`src/rtl/soc_io_uart.sv`:
```
// Memory-mapped I/O block: an LED register plus a transmit-only 8N1 UART
// fed by a small TX FIFO, all on a single clock with synchronous reset.
module soc_io_uart #(
  parameter int LED_W      = 5,
  parameter int BAUD_DIV   = 234,
  parameter int FIFO_DEPTH = 4
) (
  input  logic             CLK,
  input  logic             RESET,
  input  logic [3:0]       io_addr,
  input  logic [31:0]      io_wdata,
  input  logic             io_wr,
  input  logic             io_rd,
  output logic [31:0]      io_rdata,
  output logic [LED_W-1:0] LEDS,
  output logic             TXD
);

  localparam int PTR_W = $clog2(FIFO_DEPTH);
  localparam int CNT_W = (BAUD_DIV > 1) ? $clog2(BAUD_DIV) : 1;
  localparam logic [CNT_W-1:0] BIT_LAST   = CNT_W'(BAUD_DIV - 1);
  localparam logic [PTR_W:0]   FIFO_FULLC = (PTR_W + 1)'(FIFO_DEPTH);

  localparam logic [1:0] SEL_LED    = 2'd0;
  localparam logic [1:0] SEL_DATA   = 2'd1;
  localparam logic [1:0] SEL_STATUS = 2'd2;

  typedef enum logic [1:0] {IDLE, START, DATA, STOP} tx_state_t;

  typedef struct packed {
    tx_state_t      state;
    logic [2:0]     bit_idx;
    logic [PTR_W:0] count;
    logic           overflow;
  } tx_dbg_t;

  // Bus: io_wr/io_rd are one-cycle strobes with no backpressure; every access
  // completes on the edge it is sampled, and read data appears in io_rdata
  // on the following cycle and holds until the next read.
  logic [1:0] sel;
  assign sel = io_addr[3:2];

  logic [LED_W-1:0] leds_q;
  logic [31:0]      rdata_q;
  logic             overflow;

  logic [7:0]       mem [FIFO_DEPTH];
  logic [PTR_W-1:0] wr_ptr;
  logic [PTR_W-1:0] rd_ptr;
  logic [PTR_W:0]   fifo_count;
  logic             fifo_full;
  logic             fifo_empty;
  logic [7:0]       fifo_head;

  tx_state_t      state;
  logic [CNT_W-1:0] baud_cnt;
  logic [2:0]     bit_idx;
  logic [7:0]     shreg;
  logic           txd_q;
  logic           bit_end;
  logic           tx_busy;

  logic push_req;
  logic push;
  logic pop;
  logic ovf_evt;

  tx_dbg_t dbg;

  assign fifo_full  = (fifo_count == FIFO_FULLC);
  assign fifo_empty = (fifo_count == '0);
  assign fifo_head  = mem[rd_ptr];
  assign bit_end    = (baud_cnt == BIT_LAST);
  assign tx_busy    = (state != IDLE) || !fifo_empty;

  // A pop frees a slot on the same edge, so a push into a full FIFO that
  // coincides with a pop is accepted rather than counted as overflow.
  assign pop      = !fifo_empty && ((state == IDLE) || (state == STOP && bit_end));
  assign push_req = io_wr && (sel == SEL_DATA);
  assign push     = push_req && (!fifo_full || pop);
  assign ovf_evt  = push_req && fifo_full && !pop;

  assign dbg = '{state, bit_idx, fifo_count, overflow};

  logic unused_ok;
  assign unused_ok = &{1'b0, io_addr[1:0], io_wdata, dbg};

  always_ff @(posedge CLK) begin
    if (RESET) begin
      wr_ptr     <= '0;
      rd_ptr     <= '0;
      fifo_count <= '0;
    end else begin
      if (push) begin
        mem[wr_ptr] <= io_wdata[7:0];
        wr_ptr      <= wr_ptr + 1'b1;
      end
      if (pop) begin
        rd_ptr <= rd_ptr + 1'b1;
      end
      case ({push, pop})
        2'b10:   fifo_count <= fifo_count + 1'b1;
        2'b01:   fifo_count <= fifo_count - 1'b1;
        default: fifo_count <= fifo_count;
      endcase
    end
  end

  // TXD is registered from the current state, so the line lags the FSM by
  // one cycle; that lag is uniform, keeping back-to-back frames gap-free.
  always_ff @(posedge CLK) begin
    if (RESET) begin
      state    <= IDLE;
      baud_cnt <= '0;
      bit_idx  <= '0;
      shreg    <= '0;
      txd_q    <= 1'b1;
    end else begin
      case (state)
        START:   txd_q <= 1'b0;
        DATA:    txd_q <= shreg[0];
        default: txd_q <= 1'b1;
      endcase
      case (state)
        IDLE: begin
          if (!fifo_empty) begin
            shreg    <= fifo_head;
            baud_cnt <= '0;
            state    <= START;
          end
        end
        START: begin
          if (bit_end) begin
            baud_cnt <= '0;
            bit_idx  <= '0;
            state    <= DATA;
          end else begin
            baud_cnt <= baud_cnt + 1'b1;
          end
        end
        DATA: begin
          if (bit_end) begin
            baud_cnt <= '0;
            shreg    <= {1'b0, shreg[7:1]};
            if (bit_idx == 3'd7) begin
              state <= STOP;
            end else begin
              bit_idx <= bit_idx + 3'd1;
            end
          end else begin
            baud_cnt <= baud_cnt + 1'b1;
          end
        end
        STOP: begin
          if (bit_end) begin
            baud_cnt <= '0;
            if (!fifo_empty) begin
              shreg <= fifo_head;
              state <= START;
            end else begin
              state <= IDLE;
            end
          end else begin
            baud_cnt <= baud_cnt + 1'b1;
          end
        end
        default: state <= IDLE;
      endcase
    end
  end

  logic [31:0] rd_mux;

  always_comb begin
    rd_mux = '0;
    case (sel)
      SEL_LED:    rd_mux = 32'(leds_q);
      SEL_STATUS: rd_mux = {23'd0, 5'(fifo_count), overflow, fifo_empty, fifo_full, tx_busy};
      default:    rd_mux = '0;
    endcase
  end

  // Status reads report pre-clear values; a same-edge overflow wins the clear.
  always_ff @(posedge CLK) begin
    if (RESET) begin
      leds_q   <= '0;
      rdata_q  <= '0;
      overflow <= 1'b0;
    end else begin
      if (io_wr && sel == SEL_LED) begin
        leds_q <= io_wdata[LED_W-1:0];
      end
      if (io_rd) begin
        rdata_q <= rd_mux;
      end
      if (ovf_evt) begin
        overflow <= 1'b1;
      end else if (io_rd && sel == SEL_STATUS) begin
        overflow <= 1'b0;
      end
    end
  end

  assign io_rdata = rdata_q;
  assign LEDS     = leds_q;
  assign TXD      = txd_q;

endmodule

```
`config.mk`:
```
export PLATFORM = sky130hd
export DESIGN_NAME = soc_io_uart
export DESIGN_NICKNAME = d
export VERILOG_FILES = /design/src/rtl/soc_io_uart.sv
export SDC_FILE = /design/constraint.sdc
export NUM_CORES = 1
export LEC_CHECK = 0
export BUFFER_PORTS_ARGS = -buffer_cell sky130_fd_sc_hd__buf_2
export CAP_MARGIN = 20
export CORE_ASPECT_RATIO = 2
export CORE_MARGIN = 1
export CORE_UTILIZATION = 25
export DETAILED_ROUTE_END_ITERATION = 10
export PLACE_DENSITY = 0.46
export SLEW_MARGIN = 0
export SYNTH_ARGS = -nofsm -noshare
export SYNTH_HDL_FRONTEND = slang
export SYNTH_SLANG_ARGS = --single-unit
```
`constraint.sdc`:
```
create_clock -name CLK -period 4.6 [get_ports CLK]
set_clock_uncertainty 0.15 [all_clocks]
set_input_delay 0.46 -clock CLK [delete_from_list [all_inputs] [get_ports CLK]]
set_output_delay 0.46 -clock CLK [all_outputs]
set_load 0.01 [all_outputs]
```
# After elaboration in Yosys (flattened, before gate mapping)
# Memory sizes are Yosys's and may differ from the RTL's. A register that Yosys moved wholly into a read port is not among the register bits.
# Cells that the tools add are included.
[op_classes]
addsub = 6
n_eq_ne = 16
n_mux = 28
n_reduce_logical = 26
[ops]
columns = ["cell", "n"]
rows = [
  ["8-bit 2-to-1 mux", 5],
  ["8-bit case mux with 3 select lines", 1],
  ["8-bit case mux with 2 select lines", 1],
  ["2-bit 2-to-1 mux", 7],
  ["7-bit case mux with 2 select lines", 1],
  ["2-bit inequality test (second input constant)", 6],
  ["3-bit case mux with 2 select lines", 2],
  ["3-bit 2-to-1 mux", 3],
  ["8-bit by 1-bit adder with 8-bit output (second input constant)", 1],
  ["2-bit == test (second input constant)", 4],
  ["8-bit == test (second input constant)", 1],
  ["1-bit logical AND", 8],
  ["2-bit case mux with 4 select lines", 1],
  ["2-bit nonzero test", 4],
  ["3-bit by 1-bit adder with 3-bit output (second input constant)", 2],
  ["2-bit by 1-bit == test with 1-bit output (second input constant)", 3],
  ["3-bit == test (second input constant)", 2],
  ["1-bit 2-to-1 mux", 6],
  ["5-bit AND reduction", 1],
  ["2-bit by 1-bit adder with 2-bit output (second input constant)", 2],
  ["2-bit zero test", 2],
  ["4-bit AND reduction", 1],
  ["1-bit zero test", 3],
  ["3-bit zero test", 1],
  ["6 further kinds", 8],
]
[totals]
input_bits = 40
mem_bits_rw = 32
memories = 1
word_cells = 88
output_inout_bits = 38
ff_bits = 67
[memory_table]
columns = ["memory", "depth", "word_bits", "rd", "rd_clocked_by_memory_dff", "wr", "line", "text"]
rows = [
  ["mem", 4, 8, 1, 1, 1, "47", "logic [7:0] mem [FIFO_DEPTH];"],
]

# Longest topological paths before layout
# Gate-level depths: netlist (run 1).
[logic_depth]
word_depth = 9
mapped_depth = 12
ltp_nobuf = 11

# Least setup slack after synthesis (run 1)
# OpenSTA, ideal clock, no wires.
[synth_timing]
path_type = "register to register"
start = "register baud_cnt[0]"
end = "register fifo_count[2]"
path_stages_with_launch = 12
slack_ns = 1.904
synth_period_minus_slack_ns = 2.696
setup_ns = 0.132
t_arrival_ns = 2.414
required_time_ns = 4.318
n_path_buf = 1
cell_sequence = "dfxtp_1 ha_1 and4b_1 buf_6 a31oi_4 nor2_1 nand2_1 fa_1 or4_1 mux2i_1 a211o_1 a21oi_1"
[synth_between]
elab_chain_len = 8
elab_cells_between_ends = 10
classes_between = "3 x eq/ne; 1 x mux; 6 x reduce/logical"
[synth_rtl]
columns = ["element", "line", "text"]
rows = [
  ["start: declaration", "56", "logic [CNT_W-1:0] baud_cnt;"],
  ["start signal: assignment", "138", "baud_cnt <= baud_cnt + 1'b1;"],
  ["start signal: assignment", "151", "baud_cnt <= baud_cnt + 1'b1;"],
  ["start signal: assignment", "164", "baud_cnt <= baud_cnt + 1'b1;"],
  ["8-bit == test (*)", "73", "assign bit_end = (baud_cnt == BIT_LAST);"],
  ["1-bit logical AND (*)", "78", "assign pop = !fifo_empty && ((state == IDLE) || (state == STOP && bit_end));"],
  ["1-bit logical OR (*)", "78", ""],
  ["1-bit logical AND (*)", "78", ""],
  ["1-bit logical OR", "80", "assign push = push_req && (!fifo_full || pop);"],
  ["1-bit logical AND", "80", ""],
  ["2-bit by 1-bit == test with 1-bit output or 2-bit == test (tied branches)", "101", "case ({push, pop})"],
  ["3-bit case mux with 2 select lines or 2-bit nonzero test (tied branches)", "--", ""],
  ["end signal: assignment", "102", "2'b10: fifo_count <= fifo_count + 1'b1;"],
  ["end signal: assignment", "103", "2'b01: fifo_count <= fifo_count - 1'b1;"],
  ["end signal: assignment", "104", "default: fifo_count <= fifo_count;"],
  ["end: declaration", "50", "logic [PTR_W:0] fifo_count;"],
]
# Every way passes the cells marked *; elsewhere a longest branch is shown, timed or not.
# A chain may end at the register's enable or synchronous reset.

# Worst setup path after layout (run 1)
# Same ends and word-level chain as after synthesis.

==> results, run 1 <==
- The post-CTS setup buffer count is 0.
- The nature of the critical path startpoint is a flop.
- In this run the cell area measured after placement is 3900 µm².
- The maximum clock insertion buffer count is 2.
- After clock tree synthesis, the clock-pin slew on the worst setup and hold paths is 60 ps.
- For the pin with the worst max-slew slack, the measured transition is 895 ps.
- The launching element of the worst setup path is baud_cnt[0].
- The initial utilization of the core area, before any placement, comes to 25.8%.
- The CTS buffer count is 9.
- Summing every instance area after synthesis gives 3720 µm².
- The worst supply voltage drop on vdd is 331 µV.
- The most used flip-flop cell after synthesis is sky130_fd_sc_hd__dfxtp_1.
- A synthesized cell averages 11.0 µm².
- The worst hold path begins at io_wdata[7].
- The switching power share of the total is 32.7%.
- The final-report max-slew violation count came to 0.
- The synthesized netlist contains 51 unique library cells.
- Summing all non-filler instances in the final layout gives an area of 4210 µm².
- The total number of yosys warnings is 0.
- The largest net degree at the start of global routing is 48.
- The highest clock rate is 0.320 GHz.
- Of the total power, registers draw 39.0%.
- The class of the most critical hold timing path is in2reg.
- Setup repair after global routing left no endpoint under its margin.
- The later pin in the worst-skew pair is clocked with a latency of 330 ps.
- For this block, the routed nets add up to 7.46 mm of wire.
- The capturing element type of the critical path is a flop.
- The share of total power dissipated in the clock network is 33.1%.
- The count of nets left with antenna violations once routing finished came out at 0.
- The overall overflow remaining after global route is 0.
- Data on the critical path arrives at its endpoint at 3160 ps.
- The CTS tree is done.
- sky130_fd_sc_hd__dfxtp_1 is the most common cell in the netlist.
- The floorplan step defined a die boundary enclosing 15400 µm².
- The leading area contributor after synthesis is sky130_fd_sc_hd__edfxtp_1.
- The overall routing resource usage is 10.8%.
- Cells with a size suffix above 1 make up 16.7% of the layout.
- The top-level port count is 78.
- The power per cell area is 520 nW/µm².
- The number of buffers inserted for hold repair after clock tree synthesis is 0.
- Post-CTS repair changed the size of 0 cells.
- For this run, asynchronously set or reset flops after synthesis account for 0%.
- Dividing the detail-routed wire length by the instance count gives 13.5 µm.
- The CTS H-tree depth is 3.
- The violation count after the first detailed-route iteration is 110.
- The commonest cells after synthesis are sky130_fd_sc_hd__dfxtp_1, sky130_fd_sc_hd__nor2_1, sky130_fd_sc_hd__edfxtp_1, sky130_fd_sc_hd__mux2i_1, sky130_fd_sc_hd__buf_4.
- For this run, the register share of the synthesized area comes to 49.5%.
- The switching power is 716 µW.
- From left edge to right edge, the die measures 88.3 µm.
- The run finished with clean final reports.
- In this run the biggest area consumer among cell types represents 25.8% of the synthesized area.
- Headroom to the max-slew limit came out at 40.4%.
- The core region is 14400 µm².
- The global-route wire length before repair is 12.5 mm.
- Detailed placement ended at an HPWL of 5.35 mm.
- The initial antenna violation count is 0.
- The die extent in y is 175 µm.
- For this design the static power due to leakage is 0.00157 µW.
- Ranked by total cell area, the synthesized netlist is headed by sky130_fd_sc_hd__edfxtp_1, sky130_fd_sc_hd__dfxtp_1, sky130_fd_sc_hd__mux2i_1, sky130_fd_sc_hd__buf_4, sky130_fd_sc_hd__mux4_2.
- In the routed layout, each cell is associated on average with a via count of 4.38.
- The share of total power dissipated in combinational logic is 27.9%.
- The floorplan has 62 rows.
- Compared with the post-synthesis result, the final layout area differs by 13.1%.
- The critical path class is reg2reg.
- The synthesized design contains 76 register bits.
- After filler insertion, the fill cell instance count of the layout stands at 1551.
- The DRC violations left is 0.
- The synthesized design contains 32 enable-type register cells.
- Setup violations remaining at the end of the flow were counted as 0.
- The congestion estimate from routability-driven global placement came to 0.795.
- For this run, the post-layout net count is 408.
- After routing, the total negative slack on setup checks comes to 0 ps.
- The portion of the clock cycle consumed by the worst path in the final layout is 68.0%.
- The data required time of the worst path is 4630 ps.
- The via count of the first global-routing pass is 2413.
- The count of buffers inserted at the top-level ports is 26.
- The count of final hold-check violations came to 0.
- The tree is rooted in a sky130_fd_sc_hd__clkbuf_16.
- The max capacitance violation total is 0.
- 0 antenna diodes ended up in the layout.
- The critical register-to-register path startpoint is baud_cnt[0].
- The internal portion of the total power is 1470 µW.
- The number of instances in the synthesized netlist is 338.
- Summing over every cut layer, the via total after detailed routing is 2416.
- The first detailed-routing pass ran for 4 iterations.
- The maximum fanout along the worst path is 8.
- The CTS sink count is 76.
- For the finished layout, the period the worst path requires is 3130 ps.
[cell type report]
cell class / count / area (µm²) / area share, %
clock inverters: 6 / 71.3 / 1.69
clock buffers: 10 / 239 / 5.68
repair buffers: 26 / 130 / 3.09
inverters: 9 / 33.8 / 0.802
flip-flops and latches: 76 / 1840 / 43.7
well taps: 192 / 240 / 5.71
multi-input cells: 232 / 1650 / 39.3
[flip-flops by register name, summed over array words and instances, names as in the netlist, named ones only]
signal,flops
mem,32
baud_cnt,8
shreg,8
io_rdata,7
LEDS,5
bit_idx,3
fifo_count,3
rd_ptr,2
state,2
wr_ptr,2
TXD,1
overflow,1
[cells in the final DEF, fill, tap and decap left out, drive strengths merged, types with 11 or more instances in the layout]
master	instances
mux2i	27
edfxtp	32
inv	11
nand2	17
nor2	42
buf	26
conb	25
dfxtp	44
a21oi	18
ha	13
a211oi	11
[worst max-delay path, stage by stage, from the launching register on]
cell and delay (ps):
sky130_fd_sc_hd__dfxtp_1 400, sky130_fd_sc_hd__ha_1 170, sky130_fd_sc_hd__and4b_1 420, sky130_fd_sc_hd__a31oi_4 200
sky130_fd_sc_hd__nor2_1 250, sky130_fd_sc_hd__nand2_1 100, sky130_fd_sc_hd__fa_1 430, sky130_fd_sc_hd__or4_1 530
sky130_fd_sc_hd__mux2i_1 140, sky130_fd_sc_hd__a211o_1 110, sky130_fd_sc_hd__a21oi_1 50
[power by group through the flow]
stage | logic (µW) | clock network, µW | registers, µW
floorplan | 544 | 0 | 824
global placement | 596 | 0 | 870
detailed placement | 614 | 0 | 872
CTS | 617 | 744 | 857
global route | 686 | 773 | 868
finish | 610 | 726 | 855
[final timing paths]
check | to | slack, ps | depth (start not counted)
max | fifo_count[2] | 1470 | 10
min | mem[2][7] | 190 | 1
max reg2reg | fifo_count[2] | 1470 | 10
min reg2reg | bit_idx[1] | 310 | 2
[through the flow]
stage / worst slack (ps) / total power (µW) / hold WS (ps) / instances / utilization (%)
3_3_place_gp: 1480 / 1470 / 295 / 535 / 27.0
3_5_place_dp: 1460 / 1490 / 304 / 535 / 27.0
2_1_floorplan: 1900 / 1370 / 286 / 362 / -
5_1_grt: 1300 / 2330 / 189 / 551 / 29.2
6_report: 1470 / 2190 / 189 / 551 / 29.2
4_1_cts: 1440 / 2220 / 182 / 551 / 29.2
[metal layers]
| layer | global-route usage (%) | part of all wire (%) | vias up |
|---|---|---|---|
| li1 | - | - | 1196 |
| met1 | 10.7 | 37 | 1155 |
| met2 | 20.0 | 57 | 50 |
| met3 | 2.03 | 2.4 | 15 |
| met4 | 6.59 | 3.5 | 0 |
| met5 | 0 | 0 | - |
[cell families (layout without fill, tap and decap cells)]
group / after synthesis / count (layout) / synth area share, %
compound gates: 53 / 53 / 10.6
xor+xnor: 4 / 4 / 0.941
fa+ha+maj: 14 / 14 / 4.91
buf+inv: 54 / 51 / 8.53
flops: 76 / 76 / 49.5
mux: 35 / 35 / 12.1
other cells: 1 / 25 / 0.101
simple gates: 101 / 101 / 13.4
Note: power is estimated with default switching activity, not from simulation.
==> inputs of run 2 (changes only) <==
PLACE_DENSITY = 0.47   (was 0.46)
clock period = 2.75 ns   (was 4.6 ns; I/O delays follow)
==> run 2 against run 1 <==
  * Power up 73%
  * Critical path depth up 1
  * Fmax up 19%
  * Final cell count up 4.7%
  * Routed wire length up 4.2%
  * Clock power up 67%
  * Register-to-register slack worse by 1400 ps
  * Worst hold slack worse by 180 ps
  * Critical endpoint unchanged
  * Largest cell class unchanged
  * Largest power group unchanged
  * Highest routed layer unchanged
==> results, run 2 (synthesis gave the netlist of run 1 again) <==
- The run finished with clean final reports.
- The total met3 wirelength after detailed routing is 182 µm (+3.4%).
- The top-level port count is 78 (unchanged).
- The flip-flop count of the largest register after layout was 32 (unchanged).
- The DRC violations left is 0 (unchanged).
- The slack of the worst reg-to-reg path came to 120 ps (-1350 ps).
- The largest net degree at the start of global routing is 43 (-10%).
- The count of buffers inserted at the top-level ports was 26 (unchanged).
- The total half-perimeter wirelength after legalization and detailed placement is 5.77 mm (+8.0%).
- The portion of the clock cycle consumed by the worst path in the final layout is 95.7% (+28 points).
- The worst setup path is of the reg2reg kind.
- The leakage dissipation was 0.00170 µW (+8.4%).
- The library cells used most frequently in the layout, excluding fill and tap cells, are sky130_fd_sc_hd__dfxtp_1, sky130_fd_sc_hd__nor2_1, sky130_fd_sc_hd__edfxtp_1, sky130_fd_sc_hd__mux2i_1, sky130_fd_sc_hd__buf_2.
- The overall routing resource usage is 10.8% (-0.021 points).
- The worst register-to-register path begins at baud_cnt[1].
- The detailed router used layers up to and including met4.
- The pin slew with the least headroom to its limit is 557 ps (-338 ps).
- The power per cell area came to 856 nW/µm² (+64%).
- The final antenna diode count is 0 (unchanged).
- The CTS sink count is 76 (unchanged).
- The fraction of layout cells with a size suffix above 1 is 22.3% (+5.6 points).
- The tightest hold margin is 11.9 ps (-177 ps).
- The violation count after the first detailed-route iteration is 80 (-27%).
- The final cell utilization of the core is 30.7% (+1.5 points).
- The die width is 88.3 µm (unchanged).
- The maximum fanout along the worst path is 2 (-6).
- The mean number of vias per cell is 4.42 (+0.71%).
- The met2 routed wirelength is 4.50 mm (+5.6%).
- The global-route wire length before repair is 12.6 mm (+0.66%).
- The post-route worst setup slack was 118 ps (-1350 ps).
- TritonCTS built the clock tree.
- The number of nets with antenna violations after routing is 0 (unchanged).
- The wire length on met1 is 2.86 mm (+3.5%).
- The via count of the first global-routing pass is 2602 (+7.8%).
- The worst-case headroom to the max-slew limit is 62.8% (+22 points).
- The CTS buffer count is 9 (unchanged).
- The via count of the routed design came to 2548 (+5.5%).
- The routed wire length per instance is 13.5 µm (-0.45%).
- The total wire length after detailed routing is 7.78 mm (+4.2%).
- The leading cell type in the layout, fill and taps excluded is sky130_fd_sc_hd__dfxtp_1.
- Counting flops per register, the top entry is mem.
- The nature of the critical path startpoint is a flop.
- The max capacitance violation total is 0 (unchanged).
- The detailed-routing iteration count for the pre-antenna-repair pass is 4 (unchanged).
- The global placement routability congestion is 0.729 (-8.3%).
- The cell sitting at the root of the clock tree is a sky130_fd_sc_hd__clkbuf_16.
- The number of placed cells counting well taps was 560 (+4.7%).
- The final-report max-slew violation count is 0 (unchanged).
- The critical path arrival came to 2680 ps (-480 ps).
- The CTS H-tree depth is 3 (unchanged).
- The filler-free cell count of the finished design is 577 (+4.7%).
- The worst slack at placement was 55.8 ps (-1410 ps).
- The die extent in y came to 175 µm (unchanged).
- The initial core utilization is 25.8% (unchanged).
- The count of final hold-check violations was 0 (unchanged).
- The path depth of the worst reg2reg path is 11 (+1).
- The worst register-to-register path ends at fifo_count[2].
- The highest clock rate came to 0.380 GHz (+19%).
- The worst supply voltage drop on vdd came to 513 µV (+55%).
- The post-CTS setup buffer count is 0 (unchanged).
- The initial antenna violation count was 0 (unchanged).
- The clock input transition at the sequential cells of the worst setup and hold paths is 70 ps (about the same).
- The maximum clock insertion buffer count is 2 (unchanged).
- The largest registers in the layout are mem: 32 flops, baud_cnt: 8 flops, shreg: 8 flops.
- The end point of the critical path is fifo_count[2].
- The number of standard-cell rows in the floorplan is 62 (unchanged).
- The layout net count is 434 (+6.4%).
- The count of final setup violators is 0 (unchanged).
- In this run the worst hold path is classified as in2reg.
- The worst setup path is captured at a flop.
- The clock period minus worst slack came to 2630 ps (-498 ps).
- The overall overflow remaining after global route came to 0 (unchanged).
- The data required time of the worst path is 2800 ps (-1830 ps).
- The sum of negative setup slack is 0 ps (unchanged).
- The die area is 15400 µm² (unchanged).
- The area of the core is 14400 µm² (unchanged).
- The later-pin clock latency in the skew report is 340 ps (about the same).
- The launching element of the worst setup path is baud_cnt[1].
- Relative to the synthesized area, the layout overhead comes to 18.9%.
==> run 2: cell types whose count changed in the layout (fill, tap and decap cells not counted), sizes merged <==
| cell | change |
|---|---|
| buf | +25 |
| dlygate4sd3 | +1 |
==> run 2: worst max-delay path: stages (launching register included) <==
cell                      delay [ps]
sky130_fd_sc_hd__dfxtp_1         310
sky130_fd_sc_hd__inv_1            50
sky130_fd_sc_hd__ha_1            130
sky130_fd_sc_hd__and4b_2         270
sky130_fd_sc_hd__a31oi_4         100
sky130_fd_sc_hd__nor2_2          150
sky130_fd_sc_hd__nand2_1          80
sky130_fd_sc_hd__fa_1            400
sky130_fd_sc_hd__or4_1           530
sky130_fd_sc_hd__mux2i_1         160
sky130_fd_sc_hd__a211o_1         120
sky130_fd_sc_hd__a21oi_1          60
==> run 2: final cells by class <==
cell class	count	area [µm²]
repair buffers	52	353
flip-flops and latches	76	1840
well taps	192	240
clock buffers	10	229
multi-input cells	232	1660
fillers	1551	10000
inverters	9	33.8
clock inverters	6	71.3
==> run 2: routing by layer <==
layer / track usage (%) / vias to the layer above
met5: 0 / -
met4: 6.18 / 0
met3: 1.79 / 13
met2: 20.8 / 58
met1: 10.2 / 1239
li1: - / 1238
==> run 2: power by group <==
group / total, µW / switching, µW / internal, µW
clock: 1210 / 495 / 711
sequential: 1400 / 104 / 1290
combinational: 1180 / 644 / 539
==> run 2: worst min-delay path by stage <==
stage                start  slack [ps]         end  cells past startpoint
5_1_grt        io_wdata[5]           9   mem[2][5]                      1
3_5_place_dp      overflow         310    overflow                      2
4_1_cts        io_wdata[5]           4   mem[2][5]                      1
3_3_place_gp    bit_idx[1]         290  bit_idx[1]                      2
6_report       io_wdata[5]          10   mem[2][5]                      1
2_1_floorplan  io_wdata[0]         220   mem[0][0]                      0
==> run 2: timing repair <==
action | 4_1_cts | 5_1_grt
setup endpoints to repair | 0 | 1
resized for setup | 0 | 2
hold endpoints to repair | 4 | 0
hold buffers | 1 | 0
==> run 2: per-stage QoR <==
step                      total power [µW]  cell area (µm²)
after floorplan                       2290             3810
after global placement                2570             4110
after detailed placement              2610             4110
after CTS                             3830             4420
after global routing                  4000             4430
final                                 3790             4430
==> inputs of run 3 (changes only) <==
ABC_AREA = 1   (was default)
SKIP_CTS_REPAIR_TIMING = 1   (was default)
==> run 3 against run 2 <==
  * Die area decreased by 4.0%
  * Largest cell class unchanged
  * First-iteration DRC count up 65%
  * Synthesized cell count increased by 19%
  * Non-clock buffer count is 19 lower
  * Clock power decreased by 12%
  * Critical path type unchanged
  * Sequential share of layout area grew 3.2 points
  * Highest routed layer unchanged
  * Setup slack better by 340 ps
==> results, run 3 <==
- The run finished with clean final reports.
- The area of the core was 13900 µm² (-3.7%).
- The tightest hold margin came to 11.3 ps (-0.625 ps).
- The CTS buffer count is 9 (unchanged).
- The count of buffers inserted at the top-level ports is 26 (unchanged).
- The leakage dissipation was 0.00164 µW (-3.7%).
- The share of flip-flops with an asynchronous set or reset is 0% (unchanged).
- The number of enable-type register cells in the synthesized netlist is 32 (unchanged).
- The mean number of vias per cell is 4.30 (-2.5%).
- The final cell area excluding filler cells is 4110 µm² (-7.1%).
- The count of final hold-check violations came to 0 (unchanged).
- The number of synthesized register bits came to 76 (unchanged).
- The number of placed cells counting well taps is 611 (+9.1%).
- The flip-flop count of the largest register after layout came to 32 (unchanged).
- The top-level port count is 78 (unchanged).
- The largest net degree at the start of global routing was 25 (-42%).
- The routed wire length per instance came to 12.6 µm (-6.8%).
- The violation count after the first detailed-route iteration is 132 (+65%).
- In the final layout, the registers with the most flip-flops are mem: 32 flops, baud_cnt: 8 flops, shreg: 8 flops.
- The top cell types in the final layout, fill and taps aside, are sky130_fd_sc_hd__nand2_1, sky130_fd_sc_hd__nor2_1, sky130_fd_sc_hd__dfxtp_1, sky130_fd_sc_hd__inv_1, sky130_fd_sc_hd__o21ai_0.
- The layout net count is 487 (+12%).
- The initial core utilization came to 25.7% (-0.090 points).
- The path depth of the worst reg2reg path is 11 (unchanged).
- The clock input transition at the sequential cells of the worst setup and hold paths is 60 ps (about the same).
- The sum of negative setup slack is 0 ps (unchanged).
- The via count of the routed design is 2699 (+5.9%).
- The critical path arrival was 2370 ps (-310 ps).
- The total number of yosys warnings is 0 (unchanged).
- The portion of the clock cycle consumed by the worst path in the final layout is 83.5% (-12 points).
- The overall overflow remaining after global route came to 0 (unchanged).
- The root buffer cell chosen for the clock tree is sky130_fd_sc_hd__clkbuf_16.
- The nature of the critical path startpoint is a flop.
- Setup repair after global routing left no endpoint under its margin.
- The worst hold path terminates at mem[0][1].
- In this run the critical register-to-register path is captured at fifo_count[2].
- The detailed-routing iteration count for the pre-antenna-repair pass is 4 (unchanged).
- The library cell with the highest instance count after synthesis is sky130_fd_sc_hd__nand2_1.
- The worst hold path cell count is 1 (unchanged).
- The worst-case headroom to the max-slew limit is 57.5% (-5.3 points).
- The highest clock rate is 0.436 GHz (+15%).
- The maximum clock insertion buffer count came to 2 (unchanged).
- The final-report max-slew violation count is 0 (unchanged).
- The relative area change from synthesis to final layout is 15.1%.
- The CTS H-tree depth is 3 (unchanged).
- The global-route wire length before repair is 12.9 mm (+2.4%).
- The die width is 86.5 µm (-2.0%).
- STA classifies the critical path endpoint as a flop.
- The later-pin clock latency in the skew report is 340 ps (about the same).
- The CTS sink count is 76 (unchanged).
- The leading area contributor after synthesis is sky130_fd_sc_hd__edfxtp_1.
- The leading cell type in the layout, fill and taps excluded is sky130_fd_sc_hd__nand2_1.
- The DRC violations left is 0 (unchanged).
- The overall routing resource usage is 11.6% (+0.74 points).
- The number of unique standard cell types used by synthesis is 37 (-27%).
- The die extent in y came to 171 µm (-2.0%).
- The synthesized area is 3570 µm² (-4.1%).
- The sequential-to-total area share from yosys stat was 51.6% (+2.1 points).
- The startpoint identified for the worst register-to-register timing path is baud_cnt[0].
- The initial antenna violation count is 0 (unchanged).
- The critical path class is reg2reg.
- The slack of the worst reg-to-reg path was 450 ps (+340 ps).
- Among all flip-flop cells after synthesis, the most frequent one is sky130_fd_sc_hd__dfxtp_1.
- Counting flops per register, the top entry is mem.
- In the post-synthesis netlist, the biggest area contributors are sky130_fd_sc_hd__edfxtp_1, sky130_fd_sc_hd__dfxtp_1, sky130_fd_sc_hd__nand2_1, sky130_fd_sc_hd__buf_4, sky130_fd_sc_hd__nor2_1.
- The number of standard-cell rows in the floorplan is 61 (-1.6%).
- The data required time of the worst path came to 2820 ps (+20 ps).
- The worst supply voltage drop on vdd is 414 µV (-19%).
- TritonCTS built the clock tree.
- The final total power is 3550 µW (-6.2%).
- The die area is 14800 µm² (-4.0%).
- The fraction of layout cells with a size suffix above 1 came to 16.2% (-6.1 points).
- The mean area per synthesized cell is 8.91 µm² (-19%).
- The number of instances in the synthesized netlist is 401 (+19%).
- The total wire length after detailed routing is 7.88 mm (+1.3%).
- The number of nets with antenna violations after routing is 0 (unchanged).
- The max capacitance violation total is 0 (unchanged).
- The clock period minus worst slack is 2300 ps (-336 ps).
- The pin slew with the least headroom to its limit is 638 ps (+81.2 ps).
- The maximum fanout along the worst path was 5 (+3).
- The min-delay analysis places its worst path in the category in2reg.
- The final antenna diode count is 0 (unchanged).
- The top cell type's share of synthesized area is 26.9% (+1.1 points).
- The power per cell area is 864 nW/µm² (+1.0%).
- The count of final setup violators is 0 (unchanged).
- The instance area after placement came to 3840 µm² (-6.6%).
- The global placement routability congestion is 0.802 (+10%).
- The filler-free cell count of the finished design is 627 (+8.7%).
- The via count of the first global-routing pass came to 2656 (+2.1%).
- The total half-perimeter wirelength after legalization and detailed placement is 5.86 mm (+1.6%).
- By count the netlist is led by sky130_fd_sc_hd__nand2_1, sky130_fd_sc_hd__nor2_1, sky130_fd_sc_hd__dfxtp_1, sky130_fd_sc_hd__inv_1, sky130_fd_sc_hd__o21ai_0.
- The start point of the worst hold path is io_wdata[1].
-- run 3: cell types whose count changed in the layout (fill, tap and decap cells not counted), sizes merged, moves of 7 or more --
| cell | delta |
|---|---|
| nand2 | +45 |
| o21ai | +37 |
| inv | +30 |
| mux2i | -27 |
| buf | -18 |
| nor2 | +11 |
| o22ai | +9 |
| a211oi | -8 |
| mux4 | -8 |
| a21oi | +7 |
-- run 3: kinds of logic after synthesis --
kind of cell,Yosys count,share of synthesized area [%]
other cells,1,0.105
simple gates,142,17.7
buf+inv,77,11.1
compound gates,91,14.5
fa+ha+maj,14,5.11
flops,76,51.6
-- run 3: metal layers --
layer  part of all wire, %  vias to the layer above  global-route usage [%]  wire (µm)
met4                   3.4                        0                    6.96        271
met1                    40                     1267                    11.5       3140
met2                    54                       58                    21.8       4280
met3                   2.4                       14                    1.93        191
met5                     0                        -                       0          0
li1                      -                     1360                       -          -
-- run 3: worst max-delay path: stages (launching register included) --
cell,delay (ps)
sky130_fd_sc_hd__dfxtp_1,400
sky130_fd_sc_hd__ha_1,170
sky130_fd_sc_hd__nand2_1,80
sky130_fd_sc_hd__nor2_4,130
sky130_fd_sc_hd__nand3_2,120
sky130_fd_sc_hd__a21oi_2,210
sky130_fd_sc_hd__nand2_2,110
sky130_fd_sc_hd__fa_1,400
sky130_fd_sc_hd__inv_1,70
sky130_fd_sc_hd__nand4_1,110
sky130_fd_sc_hd__a21oi_1,160
sky130_fd_sc_hd__nor2_1,70
-- run 3: through the flow --
step | worst slack (ps) | util, %
2_1_floorplan | 637 | -
3_3_place_gp | 488 | 27.6
3_5_place_dp | 471 | 27.6
4_1_cts | 464 | 29.6
5_1_grt | 284 | 29.6
6_report | 454 | 29.6
-- run 3: cell type report --
class                      count  area [µm²]
clock buffer                  11         233
clock inverter                 5        38.8
fill                        1509        9780
inverter                      41         154
multi-input combinational    272        1430
sequential                    76        1840
tap                          189         236
timing repair buffer          33         183
-- run 3: power breakdown --
| group | internal, µW | switching (µW) | total, µW |
|---|---|---|---|
| sequential | 1310 | 111 | 1420 |
| clock | 614 | 461 | 1070 |
| combinational | 339 | 724 | 1060 |
| total | 2260 | 1300 | 3550 |
-- run 3: worst max-delay path by stage --
stage	cells after the start	endpoint	slack [ps]	from
after floorplan	11	mem[0][0]	640	baud_cnt[0]
after global placement	11	fifo_count[2]	490	baud_cnt[0]
after detailed placement	11	fifo_count[2]	470	baud_cnt[0]
after global routing	12	fifo_count[2]	280	baud_cnt[0]
after CTS	11	fifo_count[2]	460	baud_cnt[0]
final	11	fifo_count[2]	450	baud_cnt[0]
